[src/rtl/seat_pkg.sv]
// Shared constants, state/status encodings and seat-index helper for the seat RAM sequencer.
package seat_pkg;
  localparam int unsigned NUM_SEATS = 32;
  localparam int unsigned SEAT_W    = $clog2(NUM_SEATS);
  localparam int unsigned STU_W     = 32;

  typedef enum logic [1:0] {IDLE, SCAN, WRITE, RESP} seat_state_t;
  typedef enum logic [1:0] {ST_OK = 2'b00, ST_FULL = 2'b01, ST_NOT_OCC = 2'b10} seat_status_t;

  function automatic logic [SEAT_W-1:0] seat_inc(input logic [SEAT_W-1:0] s);
    return (s == SEAT_W'(NUM_SEATS - 1)) ? '0 : s + SEAT_W'(1);
  endfunction
endpackage

[src/rtl/seat_assign_ctrl_if.sv]
// Request/response handshake between enrolment logic (master) and the seat controller (slave).
interface seat_assign_ctrl_if;
  import seat_pkg::*;

  logic                req_valid;
  logic                req_ready;
  logic                req_release;
  logic [STU_W-1:0]    req_student_no;
  logic [SEAT_W-1:0]   req_seat_no;
  logic                resp_valid;
  logic                resp_ready;
  logic [SEAT_W-1:0]   resp_seat_no;
  seat_status_t        resp_status;

  modport master (
    output req_valid, req_release, req_student_no, req_seat_no, resp_ready,
    input  req_ready, resp_valid, resp_seat_no, resp_status
  );

  modport slave (
    input  req_valid, req_release, req_student_no, req_seat_no, resp_ready,
    output req_ready, resp_valid, resp_seat_no, resp_status
  );
endinterface

[src/rtl/seat_occupancy.sv]
// Seat occupancy bitmap with occupied-seat counter; the bitmap is the sole authority on free seats.
module seat_occupancy
  import seat_pkg::*;
(
  input  logic              clk,
  input  logic              reset,
  input  logic              set_en,
  input  logic              clr_en,
  input  logic [SEAT_W-1:0] upd_idx,
  input  logic [SEAT_W-1:0] test_idx,
  output logic              test_occ,
  output logic [SEAT_W:0]   seat_count,
  output logic              seats_full
);
  logic [NUM_SEATS-1:0] occ_q, occ_d;
  logic [SEAT_W:0]      count_q, count_d;

  // Guarding on the current bit keeps the count within 0..NUM_SEATS.
  always_comb begin
    occ_d   = occ_q;
    count_d = count_q;
    if (set_en && !occ_q[upd_idx]) begin
      occ_d[upd_idx] = 1'b1;
      count_d        = count_q + (SEAT_W+1)'(1);
    end else if (clr_en && occ_q[upd_idx]) begin
      occ_d[upd_idx] = 1'b0;
      count_d        = count_q - (SEAT_W+1)'(1);
    end
  end

  always_ff @(posedge clk) begin
    if (reset) begin
      occ_q   <= '0;
      count_q <= '0;
    end else begin
      occ_q   <= occ_d;
      count_q <= count_d;
    end
  end

  assign test_occ   = occ_q[test_idx];
  assign seat_count = count_q;
  assign seats_full = (count_q == (SEAT_W+1)'(NUM_SEATS));
endmodule

[src/rtl/seat_assign_ctrl.sv]
// Seat RAM sequencer: allocates seats round-robin, releases seats, drives the RAM write port.
module seat_assign_ctrl
  import seat_pkg::*;
(
  input  logic                clk,
  input  logic                reset,
  seat_assign_ctrl_if.slave   bus,
  output logic                write_mem1,
  output logic [STU_W-1:0]    Student_No_mem1,
  output logic [SEAT_W-1:0]   Seat_No_mem1,
  output logic [SEAT_W:0]     seat_count,
  output logic                seats_full
);
  seat_state_t       state_q, state_d;
  seat_status_t      status_q, status_d;
  logic [SEAT_W-1:0] scan_ptr_q, scan_ptr_d;
  logic [SEAT_W-1:0] next_ptr_q, next_ptr_d;
  logic [SEAT_W-1:0] seat_q, seat_d;
  logic [STU_W-1:0]  stu_q, stu_d;
  logic              rel_q, rel_d;
  logic              resp_valid_q, resp_valid_d;
  logic              wr_q, wr_d;
  logic [STU_W-1:0]  wdata_q, wdata_d;
  logic [SEAT_W-1:0] waddr_q, waddr_d;
  logic              set_en, clr_en, test_occ;
  logic [SEAT_W-1:0] test_idx;

  assign test_idx = (state_q == SCAN) ? scan_ptr_q : seat_q;

  seat_occupancy u_occ (
    .clk        (clk),
    .reset      (reset),
    .set_en     (set_en),
    .clr_en     (clr_en),
    .upd_idx    (seat_q),
    .test_idx   (test_idx),
    .test_occ   (test_occ),
    .seat_count (seat_count),
    .seats_full (seats_full)
  );

  always_comb begin
    state_d      = state_q;
    status_d     = status_q;
    scan_ptr_d   = scan_ptr_q;
    next_ptr_d   = next_ptr_q;
    seat_d       = seat_q;
    stu_d        = stu_q;
    rel_d        = rel_q;
    resp_valid_d = 1'b0;
    wr_d         = 1'b0;
    wdata_d      = '0;
    waddr_d      = '0;
    set_en       = 1'b0;
    clr_en       = 1'b0;
    unique case (state_q)
      IDLE: begin
        if (bus.req_valid) begin
          rel_d = bus.req_release;
          stu_d = bus.req_student_no;
          if (bus.req_release) begin
            seat_d  = bus.req_seat_no;
            state_d = WRITE;
          end else if (seats_full) begin
            seat_d   = '0;
            status_d = ST_FULL;
            state_d  = RESP;
          end else begin
            scan_ptr_d = next_ptr_q;
            state_d    = SCAN;
          end
        end
      end
      SCAN: begin
        if (!test_occ) begin
          seat_d  = scan_ptr_q;
          state_d = WRITE;
        end else begin
          scan_ptr_d = seat_inc(scan_ptr_q);
        end
      end
      WRITE: begin
        state_d  = RESP;
        status_d = ST_OK;
        if (!rel_q) begin
          wr_d       = 1'b1;
          wdata_d    = stu_q;
          waddr_d    = seat_q;
          set_en     = 1'b1;
          next_ptr_d = seat_inc(seat_q);
        end else if (test_occ) begin
          wr_d    = 1'b1;
          waddr_d = seat_q;
          clr_en  = 1'b1;
        end else begin
          status_d = ST_NOT_OCC;
        end
      end
      RESP: begin
        // resp_valid is registered, so it rises one cycle after entering RESP.
        resp_valid_d = 1'b1;
        if (resp_valid_q && bus.resp_ready) begin
          resp_valid_d = 1'b0;
          state_d      = IDLE;
        end
      end
      default: state_d = IDLE;
    endcase
  end

  always_ff @(posedge clk) begin
    if (reset) begin
      state_q      <= IDLE;
      status_q     <= ST_OK;
      scan_ptr_q   <= '0;
      next_ptr_q   <= '0;
      seat_q       <= '0;
      stu_q        <= '0;
      rel_q        <= 1'b0;
      resp_valid_q <= 1'b0;
      wr_q         <= 1'b0;
      wdata_q      <= '0;
      waddr_q      <= '0;
    end else begin
      state_q      <= state_d;
      status_q     <= status_d;
      scan_ptr_q   <= scan_ptr_d;
      next_ptr_q   <= next_ptr_d;
      seat_q       <= seat_d;
      stu_q        <= stu_d;
      rel_q        <= rel_d;
      resp_valid_q <= resp_valid_d;
      wr_q         <= wr_d;
      wdata_q      <= wdata_d;
      waddr_q      <= waddr_d;
    end
  end

  assign bus.req_ready    = (state_q == IDLE);
  assign bus.resp_valid   = resp_valid_q;
  assign bus.resp_seat_no = seat_q;
  assign bus.resp_status  = status_q;
  assign write_mem1       = wr_q;
  assign Student_No_mem1  = wdata_q;
  assign Seat_No_mem1     = waddr_q;
endmodule

[src/flat_wrapper.sv]
// flat-port wrapper written by rule: the top's interface ports become plain ports
module seat_assign_ctrl_flat import seat_pkg::*;
  (clk, reset, write_mem1, Student_No_mem1, Seat_No_mem1, seat_count, seats_full, bus_req_valid, bus_req_release, bus_req_student_no, bus_req_seat_no, bus_resp_ready, bus_req_ready, bus_resp_valid, bus_resp_seat_no, bus_resp_status);
  seat_assign_ctrl_if bus_i ();
  input  logic clk;
  input  logic reset;
  output logic write_mem1;
  output logic [STU_W-1:0] Student_No_mem1;
  output logic [SEAT_W-1:0] Seat_No_mem1;
  output logic [SEAT_W:0] seat_count;
  output logic seats_full;
  input wire logic [$bits(bus_i.req_valid)-1:0] bus_req_valid;
  input wire logic [$bits(bus_i.req_release)-1:0] bus_req_release;
  input wire logic [$bits(bus_i.req_student_no)-1:0] bus_req_student_no;
  input wire logic [$bits(bus_i.req_seat_no)-1:0] bus_req_seat_no;
  input wire logic [$bits(bus_i.resp_ready)-1:0] bus_resp_ready;
  output wire logic [$bits(bus_i.req_ready)-1:0] bus_req_ready;
  output wire logic [$bits(bus_i.resp_valid)-1:0] bus_resp_valid;
  output wire logic [$bits(bus_i.resp_seat_no)-1:0] bus_resp_seat_no;
  output wire logic [$bits(bus_i.resp_status)-1:0] bus_resp_status;
  assign bus_i.req_valid = bus_req_valid;
  assign bus_i.req_release = bus_req_release;
  assign bus_i.req_student_no = bus_req_student_no;
  assign bus_i.req_seat_no = bus_req_seat_no;
  assign bus_i.resp_ready = bus_resp_ready;
  assign bus_req_ready = bus_i.req_ready;
  assign bus_resp_valid = bus_i.resp_valid;
  assign bus_resp_seat_no = bus_i.resp_seat_no;
  assign bus_resp_status = bus_i.resp_status;
  seat_assign_ctrl u_core (.clk(clk), .reset(reset), .bus(bus_i), .write_mem1(write_mem1), .Student_No_mem1(Student_No_mem1), .Seat_No_mem1(Seat_No_mem1), .seat_count(seat_count), .seats_full(seats_full));
endmodule
[config.mk]
export PLATFORM = sky130hd
export DESIGN_NAME = seat_assign_ctrl_flat
export DESIGN_NICKNAME = d
export VERILOG_FILES = /design/src/rtl/seat_pkg.sv /design/src/rtl/seat_assign_ctrl_if.sv /design/src/rtl/seat_occupancy.sv /design/src/rtl/seat_assign_ctrl.sv /design/src/flat_wrapper.sv
export SDC_FILE = /design/constraint.sdc
export NUM_CORES = 1
export LEC_CHECK = 0
export BUFFER_PORTS_ARGS = -buffer_cell sky130_fd_sc_hd__buf_2
export CORE_ASPECT_RATIO = 0.6
export CORE_MARGIN = 3
export CORE_UTILIZATION = 30
export DETAILED_ROUTE_END_ITERATION = 12
export HOLD_SLACK_MARGIN = 0.08
export SLEW_MARGIN = 20
export SYNTH_ARGS = -nofsm -noshare
export SYNTH_HDL_FRONTEND = slang
export SYNTH_HIERARCHICAL = 1
export SYNTH_SLANG_ARGS = --single-unit
export TNS_END_PERCENT = 20
[constraint.sdc]
create_clock -name clk -period 3.5 [get_ports clk]
set_clock_uncertainty 0.05 [all_clocks]
set_input_delay 0.525 -clock clk [delete_from_list [all_inputs] [get_ports clk]]
set_output_delay 0.525 -clock clk [all_outputs]
set_load 0.1 [all_outputs]
==> impl_metrics.py, run 1 <==
metrics = {
    "setup_path": {
        "crit_slowest_cell": "or4_4",
        "worst_r2r_path_depth": 13,
        "worstSetupEndpointType": "flop",
        "cp-start-kind": "flop",
        "cp_top_family": "compound AO/OA/AOI/OAI gates",
        "crit_required_ps": 3740,
        "cp_max_fo": 4,
        "cpPeakStageDelay_ps": 510,
        "cp.arrival_ps": 3800,
        "crit_type": "reg2reg",
        "crit_cells": 13,
        "cp_num_buf_inv": 2,
        "path_common_cell": "nor2_1",
        "crit_chain": "mux4_2, nor2b_4, or4_4, a2111oi_4, inv_2, buf_4, ha_4, a21oi_2, nor2_1, nor2_1, xor2_1, nor2_1, a2111o_1",
    },
    "pwr": {
        "switching_share": 0.4302,
        "pwr_density_cell_nw_per_um2": 920.7,
        "p_comb_frac": 0.466,
        "power.switching_mw": 3.002,
        "p_int_mw": 3.976,
        "clockPowerShare": 0.254,
        "vdd_ir_drop_max_mv": 0.6379,
        "p_leak_nw": 3.015,
        "seqPwrFrac": 0.280,
    },
    "clock_tree": {
        "cts_tree": "built",
        "cts_sinks": 129,
        "clk_pin_slew_ps": 60,
        "ctsHtreeMaxLevel": 4,
        "ctsHoldBuffers": 0,
        "root_buffer": "clkbuf_16",
        "clockBufferDepth": 2,
        "cts_buffers": 17,
        "clkLatencyLatePin_ps": 420,
    },
    "sta": {
        "fin_crit_ps": 3558,
        "fin_crit_sh": 1.017,
        "maxSlewViolCount": 0,
        "worstMarginPinSlew_ps": 853.7,
        "relSlewSlack": 0.4309,
        "max_freq_ghz": 0.2811,
        "grt_setup_unrepaired": "yes",
        "setup_viol": 2,
        "fin_ws_ps": -57.91,
        "finalHoldViolCount": 0,
    },
    "global_routing": {
        "grt_pass1_vias": 4958,
        "grt_max_degree": 77,
        "grt_overflow_total": 0,
        "antenna_found_initial": 1,
        "grt_pass1_wl_microns": 27830,
        "groute.usage.overall": 0.1648,
    },
    "status": {
        "violations": "setup timing",
        "outcome": "complete, but fails checks",
    },
    "placed_design": {
        "place_congestion": 0.8623,
        "port_buffers": 95,
        "dp_cells": 1026,
        "place_ws_ps": -72.46,
        "hpwl_microns": 12190,
    },
    "synthesis": {
        "post_synth_num_cell_types": 54,
        "avgSynthCellArea_sq_um": 8.772,
        "async_reset_ff_frac": 0,
        "yosysTopAreaCellShare": 0.4407,
        "syn_inst": 668,
        "syn-num-nets": 725,
        "ys_seq_area_frac": 0.4407,
        "synth-seq-cells": 129,
        "synthTopCellsByArea": "dfxtp_1, a21oi_1, nand2_1",
        "ys.warnings.count": 6,
        "syn-cell-area_sq_um": 5859,
        "synth_top_area_cell": "dfxtp_1",
        "synth_edf_count": 0,
        "synth-main-ff-cell": "dfxtp_1",
    },
    "floorplanning": {
        "die_h_microns": 114.3,
        "die_area_sq_um": 21300,
        "rows": 38,
        "io_pins": 96,
        "start_util": 0.3152,
        "die_w_microns": 186.4,
        "core-area_sq_um": 18590,
    },
    "drt": {
        "wl_microns": 17340,
        "wire_per_inst_microns": 16.35,
        "antenna_left": 0,
        "viasPerCell": 4.965,
        "firstDrtPassIters": 5,
        "routed-via-count": 5263,
        "drt_iter0_drc": 450,
        "remaining_drc_errors": 0,
    },
    "finish": {
        "drive_gt1_frac": 0.2750,
        "area_growth_pct": 29.34,
        "fin_nets": 844,
        "num_antenna_cells": 0,
        "stdcell_count": 1060,
    },
    "hold_path": {
        "holdPathStages": 3,
        "min_path_type": "in2reg",
    },
    "job": {
        "maxCapViolCount": 0,
    },
}
## path summary, 6_finish.rpt
check | endpoint | slack, ps | startpoint
setup / recovery | u_core/u_occ/seat_count[4] | -60 | u_core/bus.resp_seat_no[0]
hold / removal | u_core/stu_q[5] | 290 | bus_req_student_no[5]
setup reg to reg | u_core/u_occ/seat_count[4] | -60 | u_core/bus.resp_seat_no[0]
hold reg to reg | u_core/stu_q[24] | 400 | u_core/stu_q[24]
## logic make-up (layout without fill, tap and decap cells)
logic type / Yosys count / count (layout) / synth area share
XOR/XNOR: 7 / 7 / 0.01046
AO/OA/AOI/OAI: 183 / 183 / 0.1817
AND/OR/NAND/NOR: 242 / 242 / 0.2016
buffers and inverters: 53 / 185 / 0.03950
multiplexers: 39 / 39 / 0.09268
adder cells (fa/ha/maj): 15 / 15 / 0.03331
flip-flops: 129 / 129 / 0.4407
## cells in the mapped netlist (7+ instances only)
master / instances
nor2_1: 64
mux2_2: 8
ha_1: 14
o21ai_0: 57
and2_1: 38
o21ai_1: 15
mux2i_1: 19
nand3_1: 7
a211oi_1: 13
clkbuf_1: 28
nor3_1: 7
mux4_2: 11
nand2_1: 82
inv_1: 8
dfxtp_1: 129
a21oi_1: 71
buf_2: 11
nand2b_1: 8
## cell usage in the layout (no fill, tap or decap), types with 5 or more instances in the layout
cell       synthesis  layout
nand3_1            7       7
nand2_1           82      82
and2_1            38      38
o21ai_0           57      54
a211oi_1          13      13
a22oi_1            5       5
nor2_1            64      63
clkbuf_16          0      18
mux4_2            11      11
ha_1              14      12
mux2i_1           19      19
nand2b_1           8       8
buf_12             0       5
o21ai_1           15      18
xnor2_1            5       5
mux2_2             8       8
buf_2             11      94
nor3_1             7       6
dfxtp_1          129     124
inv_1              8       7
a21oi_1           71      69
nand3b_1           6       6
buf_4              1      45
## stage by stage
stage,total power [mW],cell area (sq um),setup TNS [ps],utilization,hold WS [ps]
after floorplan,4.292,5943,-462.9,-,379.6
after global placement,5.156,6970,0,0.3750,383.1
after detailed placement,5.195,6970,-100.7,0.3750,390.0
after CTS,7.006,7562,-41.93,0.4068,274.7
after global routing,7.405,7579,-410.7,0.4077,276.4
final,6.978,7579,-78.26,0.4077,292.0
## power groups by stage
| stage | logic [mW] | registers (mW) | clock network, mW |
|---|---|---|---|
| after CTS | 3.24 | 1.95 | 1.81 |
| after global routing | 3.52 | 1.99 | 1.89 |
| after floorplan | 1.81 | 2.48 | 0 |
| after detailed placement | 3.21 | 1.98 | 0 |
| after global placement | 3.18 | 1.97 | 0 |
| final | 3.25 | 1.95 | 1.77 |
## metal layers
metal  up-vias  global-route usage  routed length, microns
met3        11             0.06087                    1636
met5         -                   0                      13
met2       204              0.2126                    6486
li1       2585                   -                       -
met4         2             0.03171                      84
met1      2461              0.2563                    9114
## final cells by class
class | instances | area, sq um
fillers | 1895 | 11010
multi-input cells | 486 | 3120
flip-flops and latches | 129 | 2599
repair buffers | 145 | 919.6
clock buffers | 23 | 479.2
well taps | 260 | 325.3
clock inverters | 9 | 105.1
inverters | 8 | 30.03
## tightest hold or removal path, delay by kind of cell
| kind | cells | cell delay, ps |
|---|---|---|
| compound gates | 1 | 50 |
| simple gates | 1 | 40 |
| buf+inv | 1 | 90 |
## what timing repair did
item	4_1_cts	5_1_grt
buffers inserted	1	1
endpoints found under the setup margin	3	4
pin swaps	2	5
gates resized for setup	2	3
(Power assumes the default switching activity.)
==> inputs of run 2 (changes only) <==
- MAX_ROUTING_LAYER: unset -> met4
==> run 2 against run 1 <==
Compared with the run above: the flow still finishes with violations (setup timing); fmax about the same; combinational power about the same; register-to-register slack about the same; final area about the same; sequential cell count unchanged; clock-buffer cell count unchanged; hold slack about the same; cell count about the same; global-route usage up 0.55 points; critical path type unchanged; largest cell class unchanged; largest power group unchanged.
==> impl_metrics.py, run 2 (synthesized netlist as in run 1, its figures left out) <==
metrics = {
    "status": {
        "outcome": "complete, but fails checks",
        "violations": "setup timing",
    },
    "clock_tree": {
        "ctsHoldBuffers": 0,
        "clk_pin_slew_ps": 60,
        "ctsHtreeMaxLevel": 4,
        "clkLatencyLatePin_ps": 420,
        "root_buffer": "clkbuf_16",
        "cts_sinks": 129,
        "cts_tree": "built",
        "cts_buffers": 17,
        "clockBufferDepth": 2,
    },
    "setup_path": {
        "cp_max_fo": 4,
        "worstSetupEndpointType": "flop",
        "cp_num_buf_inv": 2,
        "crit_slowest_cell": "or4_4",
        "cpPeakStageDelay_ps": 520,
        "cp_top_family": "compound AO/OA/AOI/OAI gates",
        "crit_type": "reg2reg",
        "path_common_cell": "nor2_1",
        "cp.arrival_ps": 3810,
        "cp-start-kind": "flop",
        "crit_required_ps": 3740,
        "crit_chain": "mux4_2, nor2b_4, or4_4, a2111oi_4, inv_2, buf_4, ha_4, a21oi_2, nor2_1, nor2_1, xor2_1, nor2_1, a2111o_1",
    },
    "sta": {
        "max_freq_ghz": 0.2808,
        "tns_ps": -79.15,
        "fin_ws_ps": -61.05,
        "worstMarginPinSlew_ps": 843.1,
        "relSlewSlack": 0.4379,
        "setup_viol": 2,
        "maxSlewViolCount": 0,
        "grt_setup_unrepaired": "yes",
        "fin_crit_sh": 1.017,
        "finalHoldViolCount": 0,
        "fin_crit_ps": 3561,
    },
    "global_routing": {
        "top_usage_layer": "met1",
        "groute.usage.overall": 0.1703,
        "grt_pass1_vias": 4965,
        "grt_overflow_total": 0,
        "grt_max_degree": 77,
        "antenna_found_initial": 1,
        "grt_pass1_wl_microns": 27840,
        "use_met1": 0.2587,
        "use_met3": 0.05812,
        "grt_use_met2": 0.2126,
    },
    "drt": {
        "viasPerCell": 4.935,
        "drt_iter0_drc": 480,
        "remaining_drc_errors": 0,
        "wire_per_inst_microns": 16.26,
        "firstDrtPassIters": 5,
        "wl_microns": 17260,
        "routed-via-count": 5236,
        "antenna_left": 0,
    },
    "finish": {
        "final_cell_area_sq_um": 7581,
        "area_growth_pct": 29.38,
        "fin_nets": 844,
        "drive_gt1_frac": 0.2750,
        "stdcell_count": 1061,
        "fillers": 1896,
        "final_cell_mix": "dfxtp_1, buf_2, nand2_1",
        "layout_commonest_cell": "dfxtp_1",
    },
    "pwr": {
        "p_leak_nw": 3.015,
        "p_comb_frac": 0.467,
        "power.switching_mw": 3.000,
        "switching_share": 0.4301,
        "p_int_mw": 3.976,
        "pwr_density_cell_nw_per_um2": 920.2,
        "vdd_ir_drop_max_mv": 0.6357,
        "seqPwrFrac": 0.280,
        "clockPowerShare": 0.253,
    },
    "placed_design": {
        "dp_cells": 1026,
        "place_ws_ps": -72.46,
        "place_area_sq_um": 6970,
        "place_congestion": 0.8762,
        "hpwl_microns": 12190,
        "port_buffers": 95,
    },
    "floorplanning": {
        "io_pins": 96,
        "die_area_sq_um": 21300,
        "die_w_microns": 186.4,
        "start_util": 0.3152,
        "die_h_microns": 114.3,
        "rows": 38,
        "core-area_sq_um": 18590,
    },
    "hold_path": {
        "min_path_type": "in2reg",
    },
    "job": {
        "maxCapViolCount": 0,
    },
}
run 2: cell types whose count changed in the layout (fill, tap and decap cells not counted):
cell,delta
diode_2,+1
run 2: per-layer routing:
layer,part of all wire,wire length (microns)
met1,0.53,9200
met2,0.37,6393
met3,0.090,1552
met4,0.0064,110
met5,0,0
run 2: worst paths after layout:
path	from	to	slack, ps	depth (start not counted)
hold / removal	bus_req_student_no[5]	u_core/stu_q[5]	290	3
hold reg to reg	u_core/stu_q[24]	u_core/stu_q[24]	400	2
setup reg to reg	u_core/bus.resp_seat_no[0]	u_core/u_occ/seat_count[4]	-60	13
setup / recovery	u_core/bus.resp_seat_no[0]	u_core/u_occ/seat_count[4]	-60	13
run 2: power by group through the flow:
stage	sequential (mW)	combinational, mW	clock, mW
after floorplan	2.48	1.81	0
after CTS	1.95	3.24	1.81
final	1.95	3.26	1.77
after global placement	1.97	3.18	0
after detailed placement	1.98	3.21	0
after global routing	1.99	3.52	1.89
run 2: worst register-to-register path: cells and delay by family, from the launching register on:
family / cells / cell delay [ps]
and+or+nand+nor: 5 / 900
muxes: 1 / 490
xor gates and xnor gates: 1 / 190
DFF: 1 / 360
AOI/OAI and AO/OA: 3 / 940
adders and majority gates: 1 / 230
buffers and inverters: 2 / 280
run 2: repair_timing:
item,CTS,global route
gates resized for setup,2,3
pin swaps,2,5
buffers inserted,1,1
gates cloned,0,0
endpoints found under the setup margin,3,4
run 2: layout make-up:
cell class	count	area, sq um	area share
clock buffers	23	479.2	0.06321
multi-input cells	486	3120	0.4116
well taps	260	325.3	0.04291
diodes	1	2.502	0.0003301
inverters	8	30.03	0.003961
clock inverters	9	105.1	0.01386
repair buffers	145	919.6	0.1213
flip-flops and latches	129	2599	0.3428
run 2: metrics by stage:
stage,utilization,total power [mW],hold slack [ps]
4_1_cts,0.4068,7.006,274.7
3_3_place_gp,0.3750,5.156,383.1
5_1_grt,0.4078,7.407,273.9
3_5_place_dp,0.3750,5.195,390.0
6_report,0.4078,6.976,292.3
2_1_floorplan,-,4.292,379.6
==> inputs of run 3 (changes only) <==
- BUFFER_PORTS_ARGS: -buffer_cell sky130_fd_sc_hd__buf_2 -> unset
- DONT_BUFFER_PORTS: unset -> 1
==> run 3 against run 2 <==
Compared with the run above: the run still ends with setup timing left; sequential cell count stayed put; cell count is 7.7% lower; worst setup slack worse by 61 ps; combinational power is 1% lower; power is 1.4% higher; final area is 4.0% lower; routed wire length is 0.47% lower; fmax is 1.7% lower; critical path type unchanged; largest cell class unchanged; highest routed layer unchanged.
==> impl_metrics.py, run 3 (synthesized netlist as in run 1, its figures left out) <==
metrics = {
    "setup_path": {
        "r2r_slack_ps": -120,
        "crit_required_ps": 3750,
        "cp_top_family": "compound AO/OA/AOI/OAI gates",
        "cp_max_fo": 4,
        "crit_chain": "mux4_2, nor2b_4, or4b_4, a2111oi_4, inv_2, fa_2, a21oi_2, nor2_1, nor2_1, xor2_1, nor2_1, a2111o_1",
        "crit_slowest_cell": "mux4_2",
        "r2r_end": "u_core/u_occ/seat_count[4]",
        "cp-start-kind": "flop",
        "cp.arrival_ps": 3870,
        "worstSetupEndpointType": "flop",
        "crit_type": "reg2reg",
        "r2r_start": "u_core/bus.resp_seat_no[0]",
        "cp_num_buf_inv": 1,
        "path_common_cell": "nor2_1",
        "cpPeakStageDelay_ps": 510,
        "worst_r2r_path_depth": 12,
    },
    "drt": {
        "firstDrtPassIters": 5,
        "antenna_left": 0,
        "wl_microns": 17180,
        "wire_per_inst_microns": 17.54,
        "remaining_drc_errors": 0,
        "drt_iter0_drc": 407,
        "routed-via-count": 4995,
        "viasPerCell": 5.102,
    },
    "job": {
        "maxCapViolCount": 0,
    },
    "finish": {
        "layout_commonest_cell": "dfxtp_1",
        "area_growth_pct": 24.17,
        "fin_nets": 762,
        "drive_gt1_frac": 0.2006,
        "post-route-util": 0.3914,
        "final_cell_mix": "dfxtp_1, nand2_1, a21oi_1",
        "fillers": 1879,
    },
    "sta": {
        "maxSlewViolCount": 0,
        "fin_ws_ps": -122.2,
        "max_freq_ghz": 0.2761,
        "setup_viol": 3,
        "finalHoldViolCount": 0,
        "grt_setup_unrepaired": "yes",
        "worstMarginPinSlew_ps": 1052,
        "fin_crit_sh": 1.035,
        "fin_crit_ps": 3622,
        "relSlewSlack": 0.2970,
    },
    "floorplanning": {
        "die_w_microns": 186.4,
        "rows": 38,
        "core-area_sq_um": 18590,
        "die_area_sq_um": 21300,
        "die_h_microns": 114.3,
        "io_pins": 96,
        "start_util": 0.3152,
    },
    "status": {
        "outcome": "complete, but fails checks",
        "violations": "setup timing",
    },
    "global_routing": {
        "grt_pass1_wl_microns": 26740,
        "antenna_found_initial": 0,
        "grt_pass1_vias": 4641,
        "grt_max_degree": 103,
        "groute.usage.overall": 0.1664,
        "grt_overflow_total": 0,
    },
    "pwr": {
        "power.total_mw": 7.074,
        "vdd_ir_drop_max_mv": 0.4132,
        "p_leak_nw": 2.663,
        "pwr_density_cell_nw_per_um2": 972.3,
    },
    "hold_path": {
        "min_path_type": "in2reg",
        "holdPathStages": 1,
        "min_from": "reset",
    },
    "clock_tree": {
        "cts_sinks": 129,
        "clk_pin_slew_ps": 60,
        "root_buffer": "clkbuf_16",
        "clkLatencyLatePin_ps": 420,
        "cts_buffers": 17,
        "cts_tree": "built",
        "ctsHtreeMaxLevel": 4,
        "clockBufferDepth": 2,
    },
    "placed_design": {
        "place_congestion": 0.8684,
        "hpwl_microns": 11720,
        "port_buffers": 0,
    },
}
==> run 3: how the worst max path moves through the flow <==
stage          cells past startpoint  slack [ps]                  startpoint                          to
2_1_floorplan                     12        -180  u_core/bus.resp_seat_no[0]  u_core/u_occ/seat_count[4]
3_3_place_gp                      12         -30  u_core/bus.resp_seat_no[0]  u_core/u_occ/seat_count[4]
3_5_place_dp                      12         -40  u_core/bus.resp_seat_no[0]  u_core/u_occ/seat_count[4]
4_1_cts                           12         -70  u_core/bus.resp_seat_no[0]  u_core/u_occ/seat_count[4]
5_1_grt                           12        -240  u_core/bus.resp_seat_no[0]  u_core/u_occ/seat_count[4]
6_report                          12        -120  u_core/bus.resp_seat_no[0]  u_core/u_occ/seat_count[4]
==> run 3: area by class of cell <==
cell class              instances  area [sq um]  area share
diodes                          1         2.502   0.0003439
well taps                     260         325.3     0.04471
repair buffers                 63         581.8     0.07997
multi-input cells             486          3146      0.4323
clock inverters                11         100.1     0.01376
inverters                       8         30.03    0.004127
clock buffers                  21         491.7     0.06758
flip-flops and latches        129          2599      0.3572
==> run 3: layer usage <==
| metal | vias up | wire (microns) | track usage |
|---|---|---|---|
| li1 | 2417 | - | - |
| met1 | 2383 | 9026 | 0.2505 |
| met2 | 185 | 6475 | 0.2077 |
| met3 | 10 | 1562 | 0.05996 |
| met4 | 0 | 110 | 0.03372 |
| met5 | - | 0 | - |
==> run 3: where the power goes <==
part           internal, mW  total (mW)  switching (mW)
clock                  1.08        1.76           0.682
sequential             1.72        2.09           0.377
combinational          1.23        3.22            1.99
total                  4.03        7.07            3.05
==> run 3: through the flow <==
stage	hold slack [ps]	cells	worst slack (ps)	cell area [sq um]	TNS, ps
after floorplan	379.6	668	-180.9	5943	-462.9
after global placement	381.6	940	-32.93	6560	-38.03
after detailed placement	385.8	940	-44.64	6560	-105.9
after CTS	106.9	972	-67.05	7152	-125.9
after global routing	105.1	978	-242.7	7273	-581.6
final	153.9	979	-122.2	7276	-226.6
==> run 3: what timing repair did <==
action	4_1_cts	5_1_grt
pin swaps	1	3
gates cloned	0	2
resized for setup	0	12
setup buffers	0	4
hold buffers	0	0
setup endpoints to repair	3	39
==> run 3: worst reg2reg max path: cells and delay by family (launching register included) <==
kind	cells	cell delay [ps]
compound gates	3	960
simple gates	5	910
mux	1	510
flops	1	390
fa+ha+maj	1	380
xor+xnor	1	220
buf+inv	1	120
